<file path="src/rtl/sal_sched_pkg.sv">
// Shared types, DDR2 pin encodings and timer helpers for the sal_bk_sched scheduler.
package sal_sched_pkg;

   typedef enum logic [1:0] {
      CMD_ACT = 2'd0,
      CMD_RD  = 2'd1,
      CMD_WR  = 2'd2,
      CMD_PRE = 2'd3
   } cmd_t;

   // {cs_n, ras_n, cas_n, we_n}
   localparam logic [3:0] PINS_ACT = 4'b0011;
   localparam logic [3:0] PINS_RD  = 4'b0101;
   localparam logic [3:0] PINS_WR  = 4'b0100;
   localparam logic [3:0] PINS_PRE = 4'b0010;
   localparam logic [3:0] PINS_NOP = 4'b1111;

   localparam int DEF_TIMER_W = 4;

   // A counter loaded with t-1 reaches zero exactly t cycles after the issue.
   function automatic logic [15:0] timer_load(input logic [15:0] t);
      return (t == 16'd0) ? 16'd0 : t - 16'd1;
   endfunction

endpackage

</file>
<file path="src/rtl/sal_rr_arbiter.sv">
// Round-robin arbiter: first requester at or after ptr_i (wrapping) wins.
module sal_rr_arbiter #(
   parameter int BK_CNT = 4,
   parameter int BK_W   = $clog2(BK_CNT)
) (
   input  logic [BK_CNT-1:0] req_i,
   input  logic [BK_W-1:0]   ptr_i,
   output logic [BK_CNT-1:0] gnt_o,
   output logic [BK_W-1:0]   idx_o,
   output logic              any_o
);

   logic [BK_W-1:0] cand;

   always_comb begin
      gnt_o = '0;
      idx_o = '0;
      any_o = 1'b0;
      cand  = '0;
      // BK_CNT is a power of two, so the index addition wraps naturally.
      for (int i = 0; i < BK_CNT; i++) begin
         cand = ptr_i + BK_W'(i);
         if (!any_o && req_i[cand]) begin
            any_o = 1'b1;
            idx_o = cand;
         end
      end
      gnt_o[idx_o] = any_o;
   end

endmodule

</file>
<file path="src/rtl/sal_bk_sched.sv">
// Multi-bank DFI command scheduler: class priority (CAS > ACT > PRE), round-robin
// within a class, tRRD/tCCD/tWTR/tRTW spacing. Optional tFAW window: SAL_SCHED_FAW_EN.
module sal_bk_sched
   import sal_sched_pkg::*;
#(
   parameter int BK_CNT  = 4,
   parameter int BK_W    = $clog2(BK_CNT),
   parameter int ADDR_W  = 14,
   parameter int TIMER_W = DEF_TIMER_W
) (
   input  logic                     clk,
   input  logic                     rst_n,
   input  logic [BK_CNT-1:0]        bk_req_valid_i,
   input  logic [2*BK_CNT-1:0]      bk_req_cmd_i,
   input  logic [ADDR_W*BK_CNT-1:0] bk_req_addr_i,
   output logic [BK_CNT-1:0]        bk_req_ready_o,
   input  logic [TIMER_W-1:0]       t_rrd_i,
   input  logic [TIMER_W-1:0]       t_ccd_i,
   input  logic [TIMER_W-1:0]       t_wtr_i,
   input  logic [TIMER_W-1:0]       t_rtw_i,
   input  logic [TIMER_W+1:0]       t_faw_i,
   output logic                     dfi_cs_n_o,
   output logic                     dfi_ras_n_o,
   output logic                     dfi_cas_n_o,
   output logic                     dfi_we_n_o,
   output logic [BK_W-1:0]          dfi_bank_o,
   output logic [ADDR_W-1:0]        dfi_address_o
);

   logic [TIMER_W-1:0] rrd_cnt_q, rrd_cnt_d;
   logic [TIMER_W-1:0] ccd_cnt_q, ccd_cnt_d;
   logic [TIMER_W-1:0] wtr_cnt_q, wtr_cnt_d;
   logic [TIMER_W-1:0] rtw_cnt_q, rtw_cnt_d;
   logic [BK_W-1:0]    rr_ptr_q, rr_ptr_d;
   logic [3:0]         pins_q, pins_d;
   logic [BK_W-1:0]    bank_q, bank_d;
   logic [ADDR_W-1:0]  addr_q, addr_d;

   logic [BK_CNT-1:0] cas_req, act_req, pre_req;
   logic [BK_CNT-1:0] cas_gnt, act_gnt, pre_gnt, gnt;
   logic [BK_W-1:0]   cas_idx, act_idx, pre_idx, gnt_idx;
   logic              cas_any, act_any, pre_any, gnt_any;
   logic              faw_ok, act_issue;
   cmd_t              gnt_cmd;
   logic [ADDR_W-1:0] gnt_addr;

   generate
      for (genvar gi = 0; gi < BK_CNT; gi++) begin : g_bank
         cmd_t cmd;
         assign cmd = cmd_t'(bk_req_cmd_i[2*gi +: 2]);
         assign cas_req[gi] = bk_req_valid_i[gi] && (ccd_cnt_q == '0) &&
                              ((cmd == CMD_RD && wtr_cnt_q == '0) ||
                               (cmd == CMD_WR && rtw_cnt_q == '0));
         assign act_req[gi] = bk_req_valid_i[gi] && (cmd == CMD_ACT) &&
                              (rrd_cnt_q == '0) && faw_ok;
         assign pre_req[gi] = bk_req_valid_i[gi] && (cmd == CMD_PRE);
      end
   endgenerate

   sal_rr_arbiter #(.BK_CNT(BK_CNT), .BK_W(BK_W)) u_arb_cas (
      .req_i(cas_req), .ptr_i(rr_ptr_q), .gnt_o(cas_gnt), .idx_o(cas_idx), .any_o(cas_any));
   sal_rr_arbiter #(.BK_CNT(BK_CNT), .BK_W(BK_W)) u_arb_act (
      .req_i(act_req), .ptr_i(rr_ptr_q), .gnt_o(act_gnt), .idx_o(act_idx), .any_o(act_any));
   sal_rr_arbiter #(.BK_CNT(BK_CNT), .BK_W(BK_W)) u_arb_pre (
      .req_i(pre_req), .ptr_i(rr_ptr_q), .gnt_o(pre_gnt), .idx_o(pre_idx), .any_o(pre_any));

   always_comb begin
      gnt     = '0;
      gnt_idx = '0;
      gnt_any = 1'b0;
      if (cas_any) begin
         gnt = cas_gnt; gnt_idx = cas_idx; gnt_any = 1'b1;
      end else if (act_any) begin
         gnt = act_gnt; gnt_idx = act_idx; gnt_any = 1'b1;
      end else if (pre_any) begin
         gnt = pre_gnt; gnt_idx = pre_idx; gnt_any = 1'b1;
      end
   end

   // Counters clear while rst_n is low, so ready must be masked explicitly.
   assign bk_req_ready_o = gnt & {BK_CNT{rst_n}};
   assign gnt_cmd        = cmd_t'(bk_req_cmd_i[2*gnt_idx +: 2]);
   assign gnt_addr       = bk_req_addr_i[gnt_idx*ADDR_W +: ADDR_W];
   assign act_issue      = gnt_any && (gnt_cmd == CMD_ACT);

   always_comb begin
      pins_d    = PINS_NOP;
      bank_d    = bank_q;
      addr_d    = addr_q;
      rr_ptr_d  = rr_ptr_q;
      rrd_cnt_d = (rrd_cnt_q == '0) ? rrd_cnt_q : rrd_cnt_q - 1'b1;
      ccd_cnt_d = (ccd_cnt_q == '0) ? ccd_cnt_q : ccd_cnt_q - 1'b1;
      wtr_cnt_d = (wtr_cnt_q == '0) ? wtr_cnt_q : wtr_cnt_q - 1'b1;
      rtw_cnt_d = (rtw_cnt_q == '0) ? rtw_cnt_q : rtw_cnt_q - 1'b1;
      if (gnt_any) begin
         bank_d   = gnt_idx;
         addr_d   = gnt_addr;
         rr_ptr_d = gnt_idx + BK_W'(1);
         case (gnt_cmd)
            CMD_ACT: begin
               pins_d    = PINS_ACT;
               rrd_cnt_d = TIMER_W'(timer_load(16'(t_rrd_i)));
            end
            CMD_RD: begin
               pins_d    = PINS_RD;
               ccd_cnt_d = TIMER_W'(timer_load(16'(t_ccd_i)));
               rtw_cnt_d = TIMER_W'(timer_load(16'(t_rtw_i)));
            end
            CMD_WR: begin
               pins_d    = PINS_WR;
               ccd_cnt_d = TIMER_W'(timer_load(16'(t_ccd_i)));
               wtr_cnt_d = TIMER_W'(timer_load(16'(t_wtr_i)));
            end
            default: pins_d = PINS_PRE;
         endcase
      end
   end

   always_ff @(posedge clk or negedge rst_n) begin
      if (!rst_n) begin
         pins_q    <= PINS_NOP;
         bank_q    <= '0;
         addr_q    <= '0;
         rr_ptr_q  <= '0;
         rrd_cnt_q <= '0;
         ccd_cnt_q <= '0;
         wtr_cnt_q <= '0;
         rtw_cnt_q <= '0;
      end else begin
         pins_q    <= pins_d;
         bank_q    <= bank_d;
         addr_q    <= addr_d;
         rr_ptr_q  <= rr_ptr_d;
         rrd_cnt_q <= rrd_cnt_d;
         ccd_cnt_q <= ccd_cnt_d;
         wtr_cnt_q <= wtr_cnt_d;
         rtw_cnt_q <= rtw_cnt_d;
      end
   end

`ifdef SAL_SCHED_FAW_EN
   // Entry 0 is the newest ACT; with a fixed window the oldest (entry 3) expires first.
   logic [TIMER_W+1:0] faw_q [4];
   logic [TIMER_W+1:0] faw_d [4];

   always_comb begin
      for (int i = 0; i < 4; i++) begin
         faw_d[i] = (faw_q[i] == '0) ? faw_q[i] : faw_q[i] - 1'b1;
      end
      if (act_issue) begin
         faw_d[0] = (TIMER_W+2)'(timer_load(16'(t_faw_i)));
         for (int i = 1; i < 4; i++) begin
            faw_d[i] = (faw_q[i-1] == '0) ? faw_q[i-1] : faw_q[i-1] - 1'b1;
         end
      end
   end

   assign faw_ok = !((faw_q[0] != '0) && (faw_q[1] != '0) &&
                     (faw_q[2] != '0) && (faw_q[3] != '0));

   always_ff @(posedge clk or negedge rst_n) begin
      if (!rst_n) begin
         for (int i = 0; i < 4; i++) faw_q[i] <= '0;
      end else begin
         for (int i = 0; i < 4; i++) faw_q[i] <= faw_d[i];
      end
   end
`else
   logic unused_faw;
   assign faw_ok     = 1'b1;
   assign unused_faw = ^{t_faw_i, act_issue};
`endif

   assign {dfi_cs_n_o, dfi_ras_n_o, dfi_cas_n_o, dfi_we_n_o} = pins_q;
   assign dfi_bank_o    = bank_q;
   assign dfi_address_o = addr_q;

endmodule

</file>
<file path="config.mk">
export PLATFORM = sky130hd
export DESIGN_NAME = sal_bk_sched
export DESIGN_NICKNAME = d
export VERILOG_FILES = /design/src/rtl/sal_sched_pkg.sv /design/src/rtl/sal_rr_arbiter.sv /design/src/rtl/sal_bk_sched.sv
export SDC_FILE = /design/constraint.sdc
export NUM_CORES = 1
export LEC_CHECK = 0
export ABC_AREA = 1
export ABC_CLOCK_PERIOD_IN_PS = 3500
export BUFFER_PORTS_ARGS = -buffer_cell sky130_fd_sc_hd__buf_2
export CORE_MARGIN = 2
export CORE_UTILIZATION = 45
export CTS_CLUSTER_SIZE = 12
export DETAILED_ROUTE_END_ITERATION = 10
export PLACE_DENSITY = 0.81
export SETUP_SLACK_MARGIN = 0.15
export SLEW_MARGIN = 20
export SYNTH_ARGS = -nofsm -noshare
export SYNTH_HDL_FRONTEND = slang
export SYNTH_SLANG_ARGS = --single-unit
</file>
<file path="constraint.sdc">
create_clock -name clk -period 3.5 [get_ports clk]
set_input_delay 0.525 -clock clk [delete_from_list [all_inputs] [get_ports clk]]
set_output_delay 0.525 -clock clk [all_outputs]
set_load 0.02 [all_outputs]
</file>
==> flow_metrics.env, run 1 <==
export IMPL_run_status="finished, final reports clean"
export IMPL_setup_slack_of_the_critical_path_after_layout_ns=0.281
export IMPL_drt_antenna_violating_nets=0
export IMPL_synthAdderAreaFrac=0.0339
export IMPL_tritoncts="yes"
export IMPL_wl_per_cell_um=13.6
export IMPL_whs_ns=0.123
export IMPL_post_synthesis_register_bit_count=38
export IMPL_grt_antenna_before_repair=0
export IMPL_unrepaired_setup_endpoints_after_global_routing="true"
export IMPL_finalNetCount=852
export IMPL_placedInstanceArea_sq_mm=0.00434
export IMPL_post_route_util=0.616
export IMPL_worst_setup_path_start_kind="flop"
export IMPL_grt_first_pass_wirelength_um=17100
export IMPL_grt_use_total=0.235
export IMPL_timing_hold_worst_class="in2async"
export IMPL_ctsHoldBuffers=0
export IMPL_portBuffers=109
export IMPL_worstSkewPairLatency_ns=0.29
export IMPL_post_drt_via_cell_ratio=5.39
export IMPL_dpl_hpwl_um=8040
export IMPL_dr_total_vias=4610
export IMPL_ioPinCount=116
export IMPL_htree_levels=2
export IMPL_areaGrowthSynthToFinish_pct=35.1
export IMPL_synth_avg_cell_area_sq_um=5.94
export IMPL_timing_fmax_mhz=311
export IMPL_period_share=0.920
export IMPL_yosys_warnings=0
export IMPL_layout_filler_cells=756
export IMPL_skew_ns=0.00504
export IMPL_worst_setup_path_category="reg2out"
export IMPL_yosysUniqueCellTypes=33
export IMPL_netlist_area_sq_mm=0.00369
export IMPL_final_setup_viol_count=0
export IMPL_die_w_um=94.5
export IMPL_cts_buffers_inserted=5
export IMPL_synth_xor_area_frac=0.0282
export IMPL_synth_cells=621
export IMPL_final_max_slew_violation_count=0
export IMPL_place_congestion=0.972
export IMPL_routed_wl_um=11600
export IMPL_grt_remaining_overflow=0
export IMPL_cp_end_kind="output port"
export IMPL_dp_worst_setup_slack_ns=-0.108
export IMPL_synth_simple_area_share=0.475
export IMPL_multiInputGateArea_sq_mm=0.00253
export IMPL_cts_root_buffer="sky130_fd_sc_hd__clkbuf_8"
export IMPL_cts_reportedPaths_clkPinSlew_ns=0.08
export IMPL_cp_arrival_ns=2.69
export IMPL_ys_seq_area_frac=0.259
export IMPL_timing_max_cap_violations=0
export IMPL_route_detailed_drc=0
export IMPL_start_util=0.456
export IMPL_synth_area_mux_share=0.00271
export IMPL_grt_pass1_vias=3978
export IMPL_slew_limit_headroom=0.769
export IMPL_hold_viol=0
export IMPL_core_area_sq_mm=0.00809
export IMPL_synth_net_count=723
export IMPL_ctsLongestPathBuffers=2
export IMPL_initialDrtViolationCount=375
export IMPL_grt_max_degree=31
export IMPL_fp_dieH_um=94.5
export IMPL_final_design_area_no_fill_sq_mm=0.00498
export IMPL_core_rowCount=33
export IMPL_cp_required_ns=2.97
export IMPL_crit_path_max_fanout=15
export IMPL_dieArea_sq_mm=0.00893
export IMPL_max_slew_worst_pin_slew_ns=0.344
export IMPL_insertedDiodeCount=0
export IMPL_numClockSinks=38
export IMPL_final_seq_area_sq_um=957
export IMPL_drt_first_pass_iters=5
export IMPL_layout_drive_gt1_share=0.294
export IMPL_synth_top_family_by_area="simple AND/OR/NAND/NOR gates"
export IMPL_min_period_ns=3.22
export IMPL_post_synthesis_compound_gate_area_fraction=0.0719
-- timing repair --
item / 4_1_cts / 5_1_grt
pin swaps: 0 / 12
cloned: 0 / 3
endpoints found under the setup margin: 14 / 19
buffers inserted: 0 / 18
gates resized for setup: 16 / 70
-- worst paths after layout --
path                                              startpoint                      endpoint  slack (ns)  depth (start not counted)
worst min-delay path                                   rst_n  dfi_address_o[2]$_DFFE_PN0N_        0.12                          1
worst max-delay path                  rrd_cnt_q[0]$_DFF_PN0_             bk_req_ready_o[2]        0.28                         17
min in group clk                                  t_ccd_i[0]        ccd_cnt_q[0]$_DFF_PN0_        0.46                          2
worst max register to register        ccd_cnt_q[0]$_DFF_PN0_        rtw_cnt_q[1]$_DFF_PN0_        0.37                         21
max in group asynchronous                              rst_n           pins_q[1]$_DFF_PN1_        2.65                          2
worst min register to register  dfi_address_o[5]$_DFFE_PN0N_  dfi_address_o[5]$_DFFE_PN0N_        0.48                          2
-- layer usage --
layer  wire [um]  GRT usage  vias up
met4         288     0.0833        0
met2        5980      0.416      191
li1            -          -     2246
met1        4660      0.294     2145
met3         696     0.0271       28
met5           0          0        -
-- logic make-up after synthesis --
| logic type | after synthesis |
|---|---|
| buffers and inverters | 114 |
| multiplexers | 1 |
| flip-flops | 38 |
| AND/OR/NAND/NOR | 399 |
| XOR/XNOR | 11 |
| adder cells (fa/ha/maj) | 10 |
| AO/OA/AOI/OAI | 48 |
-- critical path: stages (launching register included) --
cell                      delay [ns]
sky130_fd_sc_hd__dfrtp_1        0.41
sky130_fd_sc_hd__inv_2          0.09
sky130_fd_sc_hd__ha_4           0.14
sky130_fd_sc_hd__nand2_2        0.07
sky130_fd_sc_hd__nor2_4         0.13
sky130_fd_sc_hd__buf_6          0.12
sky130_fd_sc_hd__nand3_1        0.13
sky130_fd_sc_hd__nand3_2        0.13
sky130_fd_sc_hd__nand2_4        0.09
sky130_fd_sc_hd__a21oi_2        0.15
sky130_fd_sc_hd__nand2_1        0.07
sky130_fd_sc_hd__nand2_2        0.09
sky130_fd_sc_hd__nand3_4        0.13
sky130_fd_sc_hd__nand2_8        0.14
sky130_fd_sc_hd__buf_12         0.15
sky130_fd_sc_hd__nand2_1        0.08
sky130_fd_sc_hd__nor2_1         0.12
sky130_fd_sc_hd__buf_4          0.16
-- flip-flops by register name, indices dropped and copies added (netlist names) --
signal	cells
rr_ptr_q	2
pins_q	4
dfi_bank_o	2
rtw_cnt_q	4
wtr_cnt_q	4
dfi_address_o	14
rrd_cnt_q	4
ccd_cnt_q	4
-- Yosys cell counts --
cell / number / area share
sky130_fd_sc_hd__nand2_1: 196 / 0.20
sky130_fd_sc_hd__nand3_1: 113 / 0.15
sky130_fd_sc_hd__inv_1: 85 / 0.087
sky130_fd_sc_hd__nor2_1: 53 / 0.054
sky130_fd_sc_hd__dfrtp_1: 34 / 0.23
sky130_fd_sc_hd__o21ai_0: 18 / 0.024
sky130_fd_sc_hd__nand3b_1: 14 / 0.029
sky130_fd_sc_hd__buf_2: 13 / 0.018
sky130_fd_sc_hd__a21oi_1: 12 / 0.016
sky130_fd_sc_hd__ha_1: 10 / 0.034
sky130_fd_sc_hd__xor2_1: 10 / 0.024
sky130_fd_sc_hd__nand4_1: 9 / 0.015
sky130_fd_sc_hd__inv_2: 7 / 0.0071
sky130_fd_sc_hd__nor3_1: 7 / 0.0095
sky130_fd_sc_hd__o21ai_1: 5 / 0.0068
sky130_fd_sc_hd__a31oi_1: 4 / 0.0068
sky130_fd_sc_hd__buf_4: 4 / 0.0081
sky130_fd_sc_hd__dfstp_2: 4 / 0.029
sky130_fd_sc_hd__clkbuf_1: 3 / 0.0031
sky130_fd_sc_hd__o211ai_1: 3 / 0.0061
sky130_fd_sc_hd__buf_6: 2 / 0.0061
sky130_fd_sc_hd__nand3_2: 2 / 0.0054
sky130_fd_sc_hd__o22ai_1: 2 / 0.0034
sky130_fd_sc_hd__or2_2: 2 / 0.0034
sky130_fd_sc_hd__a211oi_1: 1 / 0.0020
sky130_fd_sc_hd__a21boi_0: 1 / 0.0020
sky130_fd_sc_hd__a22oi_1: 1 / 0.0020
sky130_fd_sc_hd__mux2i_1: 1 / 0.0027
sky130_fd_sc_hd__nand2_2: 1 / 0.0017
sky130_fd_sc_hd__nor2_2: 1 / 0.0017
sky130_fd_sc_hd__nor2_4: 1 / 0.0031
sky130_fd_sc_hd__o31ai_1: 1 / 0.0020
sky130_fd_sc_hd__xor2_2: 1 / 0.0044
-- layout by cell type (no fill, tap or decap), drive strengths merged --
master and count:
xor2 11, o211ai 3, dfstp 4, o22ai 2, a21boi 1, ha 10, mux2i 1, dfrtp 34
nor2 55, a31oi 4, o21ai 23, a211oi 1, bufinv 1, clkbuf 6, or2 2, a22oi 1
a21oi 12, nand2 198, o31ai 1, nor3 7, clkinvlp 3, inv 91, nand3 115, buf 142
nand3b 14, nand4 9
-- cell type report --
cell class,count,share of cell area
inverters,92,0.0706
flip-flops and latches,38,0.192
multi-input cells,470,0.508
well taps,105,0.0264
repair buffers,143,0.180
clock buffers,5,0.0138
clock inverters,3,0.00904
-- per-stage QoR --
step	instances	setup TNS [ns]
after global placement	827	-0.00100
after detailed placement	827	-0.256
after global routing	856	0
final	856	0
after CTS	835	0
after floorplan	621	0
Power of run 1 is not shown: default switching activity piles up to over one toggle a cycle in this logic, so the estimate is an artifact.
==> run 2: changes to the inputs <==
- PLACE_DENSITY: 0.81 -> unset
- PLACE_DENSITY_LB_ADDON: unset -> 0.15
- TNS_END_PERCENT: unset -> 5
==> run 2 against run 1 <==
Net effect:
- sequential cell count stayed put
- wire length down 10%
- utilization is 1.4 points lower
- non-clock buffer count decreased by 7
- cell area shrank 2.2%
- register-to-register slack got worse by 0.08 ns
- highest routed layer unchanged
==> flow_metrics.env, run 2 (synthesis gave the netlist of run 1 again) <==
export IMPL_areaGrowthSynthToFinish_pct=32.1
export IMPL_tritoncts="yes"
export IMPL_cp_slowest_stage_delay_ns=0.40
export IMPL_die_w_um=94.5
export IMPL_htree_levels=2
export IMPL_route_detailed_drc=0
export IMPL_dpl_hpwl_um=7530
export IMPL_numPlacedInstances=828
export IMPL_run_status="finished, final reports clean"
export IMPL_post_route_util=0.602
export IMPL_layout_cells_most_common="sky130_fd_sc_hd__nand2_1"
export IMPL_timing_fmax_mhz=308
export IMPL_final_max_slew_violation_count=0
export IMPL_place_congestion=0.871
export IMPL_portBuffers=109
export IMPL_largest_register_ffs=14
export IMPL_fp_dieH_um=94.5
export IMPL_cts_buffers_inserted=5
export IMPL_cts_root_buffer="sky130_fd_sc_hd__clkbuf_8"
export IMPL_worst_setup_path_start_kind="flop"
export IMPL_drt_antenna_violating_nets=0
export IMPL_start_util=0.456
export IMPL_grt_use_total=0.219
export IMPL_crit_path_max_fanout=15
export IMPL_cp_required_ns=2.97
export IMPL_critical_path_slowest_cell="sky130_fd_sc_hd__dfrtp_1"
export IMPL_grt_antenna_before_repair=0
export IMPL_route_met3_wl_um=406
export IMPL_worst_setup_path_category="reg2out"
export IMPL_timing_hold_worst_class="in2async"
export IMPL_drt_first_pass_iters=5
export IMPL_ioPinCount=116
export IMPL_slew_limit_headroom=0.700
export IMPL_min_period_ns=3.24
export IMPL_initialDrtViolationCount=188
export IMPL_hold_viol=0
export IMPL_cells_traversed_along_the_worst_timing_path="inv_2 -> ha_2 -> nand2_1 -> nor2_2 -> buf_6 -> nand3_1 -> nand3_1 -> nand2_2 -> nand3_1 -> nor2_2 -> nand3_1 -> nand3_4 -> nand2_8 -> buf_12 -> nand2_2 -> nor2_1 -> buf_2"
export IMPL_whs_ns=0.0343
export IMPL_numClockSinks=38
export IMPL_grt_pass1_vias=3591
export IMPL_grt_remaining_overflow=0
export IMPL_final_setup_tns_ns=0
export IMPL_worst_path_most_repeated_cell="sky130_fd_sc_hd__nand3_1"
export IMPL_max_slew_worst_pin_slew_ns=0.450
export IMPL_layout_cells_non_filler=849
export IMPL_insertedDiodeCount=0
export IMPL_post_drt_via_cell_ratio=5.08
export IMPL_wl_per_cell_um=12.3
export IMPL_route_top_layer_used="met4"
export IMPL_cts_reportedPaths_clkPinSlew_ns=0.09
export IMPL_worstSkewPairLatency_ns=0.30
export IMPL_routed_wl_um=10400
export IMPL_core_area_sq_mm=0.00809
export IMPL_cp_arrival_ns=2.72
export IMPL_core_rowCount=33
export IMPL_layout_drive_gt1_share=0.269
export IMPL_grt_max_degree=36
export IMPL_cp_end_kind="output port"
export IMPL_grt_first_pass_wirelength_um=16000
export IMPL_mostFrequentLayoutCells="184 x sky130_fd_sc_hd__nand2_1, 108 x sky130_fd_sc_hd__buf_2, 103 x sky130_fd_sc_hd__nand3_1, 82 x sky130_fd_sc_hd__inv_1, 46 x sky130_fd_sc_hd__nor2_1"
export IMPL_finalNetCount=845
export IMPL_dr_total_vias=4313
export IMPL_worst_setup_slack_for_register_to_register_paths_ns=0.29
export IMPL_period_share=0.927
export IMPL_final_setup_viol_count=0
export IMPL_unrepaired_setup_endpoints_after_global_routing="true"
export IMPL_wl_met1_um=4760
export IMPL_timing_max_cap_violations=0
export IMPL_dieArea_sq_mm=0.00893
export IMPL_ctsLongestPathBuffers=2
export IMPL_skew_ns=0.00694
export IMPL_routed_wl_met2_um=5200
==> run 2: worst max-delay path, delay by kind of cell, from the launching register on <==
kind                     cells  cell delay, ns
buffers and inverters        4            0.53
AND/OR/NAND/NOR             12            1.31
adder cells (fa/ha/maj)      1            0.18
flip-flops                   1            0.40
==> run 2: per-stage QoR <==
step | worst slack (ns) | cell area (sq um)
global route | 0.0746 | 4870
floorplan | 0.416 | 3690
global placement | 0.0658 | 4350
CTS | 0.157 | 4550
detailed placement | 0.0286 | 4350
finish | 0.256 | 4870
==> run 2: timing repair <==
item | CTS | global route
hold buffers | 0 | 0
pin swaps | 0 | 8
gates resized for setup | 18 | 47
gates cloned | 0 | 3
buffers inserted | 0 | 10
endpoints found under the setup margin | 7 | 18
==> run 2: layout make-up <==
type	count	area, sq um
Multi-Input combinational cell	470	2440
Tap cell	105	131
Sequential cell	38	957
Inverter	92	353
Clock buffer	5	68.8
Timing Repair Buffer	136	850
Fill cell	821	3220
Clock inverter	3	68.8
==> run 2: path summary, 6_finish.rpt <==
kind,from,to,cells after the start
setup / recovery,rrd_cnt_q[0]$_DFF_PN0_,bk_req_ready_o[2],17
hold / removal,rst_n,dfi_address_o[3]$_DFFE_PN0N_,1
setup reg to reg,rrd_cnt_q[0]$_DFF_PN0_,ccd_cnt_q[2]$_DFF_PN0_,21
hold reg to reg,dfi_address_o[2]$_DFFE_PN0N_,dfi_address_o[2]$_DFFE_PN0N_,2
max in group asynchronous,rst_n,pins_q[1]$_DFF_PN1_,2
min in group clk,t_ccd_i[0],ccd_cnt_q[0]$_DFF_PN0_,2
==> run 2: metal layers <==
metal  vias to the layer above  global-route usage
met5                         -                   0
met4                         0              0.0592
met1                      1980               0.302
met2                        95               0.367
li1                       2230                   -
met3                         8              0.0231
Power of run 2 is left out for the same reason.
==> run 3: changes to the inputs <==
--- a/config.mk
+++ b/config.mk
@@ -14,5 +14,5 @@
 export DETAILED_ROUTE_END_ITERATION = 10
 export PLACE_DENSITY_LB_ADDON = 0.15
-export SETUP_SLACK_MARGIN = 0.15
+export SETUP_SLACK_MARGIN = 0.02
 export SLEW_MARGIN = 20
 export SYNTH_ARGS = -nofsm -noshare
==> constraint.sdc (replaced) <==
create_clock -name clk -period 3.5 [get_ports clk]
set_input_delay 0.35 -clock clk [delete_from_list [all_inputs] [get_ports clk]]
set_output_delay 0.35 -clock clk [all_outputs]
set_load 0.02 [all_outputs]
==> run 3 against run 2 <==
Net effect:
- utilization down 2.9 points
- register-to-register slack is essentially flat
- largest cell class unchanged
- highest routed layer unchanged
- critical path type unchanged
- non-clock buffer count fell by 7
- critical endpoint unchanged
- wire length is 2.3% lower
- count of clock-buffer cells in the layout unchanged
- cell count fell by 0.82%
- cell area is 4.8% lower
- clock skew rose by 0.00093 ns
- via count down 0.42%
- global-route usage is 0.94 points higher
- worst hold slack better by 0.26 ns
==> flow_metrics.env, run 3 (synthesis gave the netlist of run 1 again) <==
export IMPL_run_status="finished, final reports clean"
export IMPL_grt_remaining_overflow=0
export IMPL_grt_first_pass_wirelength_um=16600
export IMPL_drt_first_pass_iters=4
export IMPL_layout_drive_gt1_share=0.236
export IMPL_route_detailed_drc=0
export IMPL_wl_per_cell_um=12.1
export IMPL_grt_use_total=0.228
export IMPL_ctsLongestPathBuffers=2
export IMPL_cp_arrival_ns=2.86
export IMPL_cp_required_ns=3.15
export IMPL_worstSkewPairLatency_ns=0.29
export IMPL_areaGrowthSynthToFinish_pct=25.8
export IMPL_final_seq_area_sq_um=957
export IMPL_largest_register_ffs=14
export IMPL_timing_fmax_mhz=311
export IMPL_initialDrtViolationCount=222
export IMPL_met1_usage=0.305
export IMPL_ioPinCount=116
export IMPL_layout_filler_cells=844
export IMPL_die_w_um=94.5
export IMPL_unrepaired_setup_endpoints_after_global_routing="true"
export IMPL_placedInstanceArea_sq_mm=0.00434
export IMPL_dr_total_vias=4295
export IMPL_place_congestion=0.856
export IMPL_start_util=0.456
export IMPL_period_share=0.918
export IMPL_core_area_sq_mm=0.00809
export IMPL_routed_wl_um=10200
export IMPL_cts_reportedPaths_clkPinSlew_ns=0.07
export IMPL_crit_path_max_fanout=30
export IMPL_finalNetCount=838
export IMPL_timing_max_cap_violations=0
export IMPL_final_setup_viol_count=0
export IMPL_portBuffers=109
export IMPL_core_rowCount=33
export IMPL_worst_setup_path_category="reg2out"
export IMPL_insertedDiodeCount=0
export IMPL_min_period_ns=3.21
export IMPL_numClockSinks=38
export IMPL_max_slew_worst_pin_slew_ns=0.467
export IMPL_grt_max_degree=36
export IMPL_htree_levels=2
export IMPL_slew_limit_headroom=0.688
export IMPL_hold_viol=0
export IMPL_gr_usage_met3=0.0327
export IMPL_post_drt_via_cell_ratio=5.10
export IMPL_grt_antenna_before_repair=0
export IMPL_post_route_util=0.573
export IMPL_fp_dieH_um=94.5
export IMPL_worst_setup_path_start_kind="flop"
export IMPL_whs_ns=0.299
export IMPL_final_design_area_no_fill_sq_mm=0.00464
export IMPL_dpl_hpwl_um=7670
export IMPL_layout_cells_most_common="sky130_fd_sc_hd__nand2_1"
export IMPL_cts_root_buffer="sky130_fd_sc_hd__clkbuf_8"
export IMPL_mostFrequentLayoutCells="190 x sky130_fd_sc_hd__nand2_1, 110 x sky130_fd_sc_hd__nand3_1, 109 x sky130_fd_sc_hd__buf_2, 84 x sky130_fd_sc_hd__inv_1, 47 x sky130_fd_sc_hd__nor2_1"
export IMPL_drt_antenna_violating_nets=0
export IMPL_global_route_usage_met2=0.387
export IMPL_timing_hold_worst_class="in2reg"
export IMPL_cts_buffers_inserted=5
export IMPL_cp_end_kind="output port"
export IMPL_multiInputGateArea_sq_mm=0.00236
export IMPL_grt_most_used_layer="met2"
export IMPL_dieArea_sq_mm=0.00893
export IMPL_grt_pass1_vias=3747
export IMPL_skew_ns=0.00788
export IMPL_tritoncts="yes"
export IMPL_final_max_slew_violation_count=0
export IMPL_final_setup_tns_ns=0
==> run 3: changes by cell type in the layout (fill, tap and decap cells not counted), sizes merged <==
cell / change
clkbuf: -1
buf: -7
dlygate4sd3: +1
clkinvlp: -1
inv: +1
==> run 3: layer usage <==
metal	part of all wire	vias to the layer above
li1	-	2215
met1	0.45	1954
met2	0.50	113
met3	0.041	13
met4	0.016	0
met5	0	-
==> run 3: layout make-up <==
type	count	share of cell area
clock buffers	5	0.0148
clock inverters	3	0.0148
inverters	92	0.0753
multi-input cells	470	0.508
flip-flops and latches	38	0.206
well taps	105	0.0283
repair buffers	129	0.152
==> run 3: path summary, 6_finish.rpt <==
check,from,endpoint,cells after the start,slack [ns]
min,t_ccd_i[0],ccd_cnt_q[0]$_DFF_PN0_,2,0.30
max,ccd_cnt_q[0]$_DFF_PN0_,bk_req_ready_o[2],16,0.29
max in group asynchronous,rst_n,pins_q[1]$_DFF_PN1_,3,2.40
min in group asynchronous,rst_n,dfi_address_o[3]$_DFFE_PN0N_,2,0.39
min reg2reg,dfi_address_o[7]$_DFFE_PN0N_,dfi_address_o[7]$_DFFE_PN0N_,2,0.48
max reg2reg,rrd_cnt_q[0]$_DFF_PN0_,ccd_cnt_q[2]$_DFF_PN0_,22,0.30
==> run 3: what timing repair did <==
action,4_1_cts,5_1_grt
endpoints found under the setup margin,3,17
hold buffers,1,0
cloned,0,1
hold endpoints to repair,4,0
setup buffers,0,5
gates resized for setup,1,26
pin swaps,0,4
==> run 3: per-stage QoR <==
stage	instances	setup slack, ns
floorplan	621	0.416
global placement	827	0.0692
detailed placement	827	-0.00845
CTS	836	0.0612
global route	842	-0.0248
finish	842	0.288
==> run 3: worst max-delay path, cell delays in order, from the launching register on <==
cell	delay, ns
sky130_fd_sc_hd__dfrtp_1	0.38
sky130_fd_sc_hd__inv_1	0.12
sky130_fd_sc_hd__ha_1	0.21
sky130_fd_sc_hd__nand3_4	0.16
sky130_fd_sc_hd__nor2_2	0.15
sky130_fd_sc_hd__nand3_1	0.16
sky130_fd_sc_hd__nand3_1	0.12
sky130_fd_sc_hd__nand2_1	0.14
sky130_fd_sc_hd__nand2_1	0.11
sky130_fd_sc_hd__nand2_1	0.06
sky130_fd_sc_hd__nand2_1	0.10
sky130_fd_sc_hd__nand3_2	0.14
sky130_fd_sc_hd__nand2_4	0.13
sky130_fd_sc_hd__buf_6	0.24
sky130_fd_sc_hd__nand2_1	0.10
sky130_fd_sc_hd__nor2_1	0.09
sky130_fd_sc_hd__buf_2	0.16
Power of run 3 is left out for the same reason.
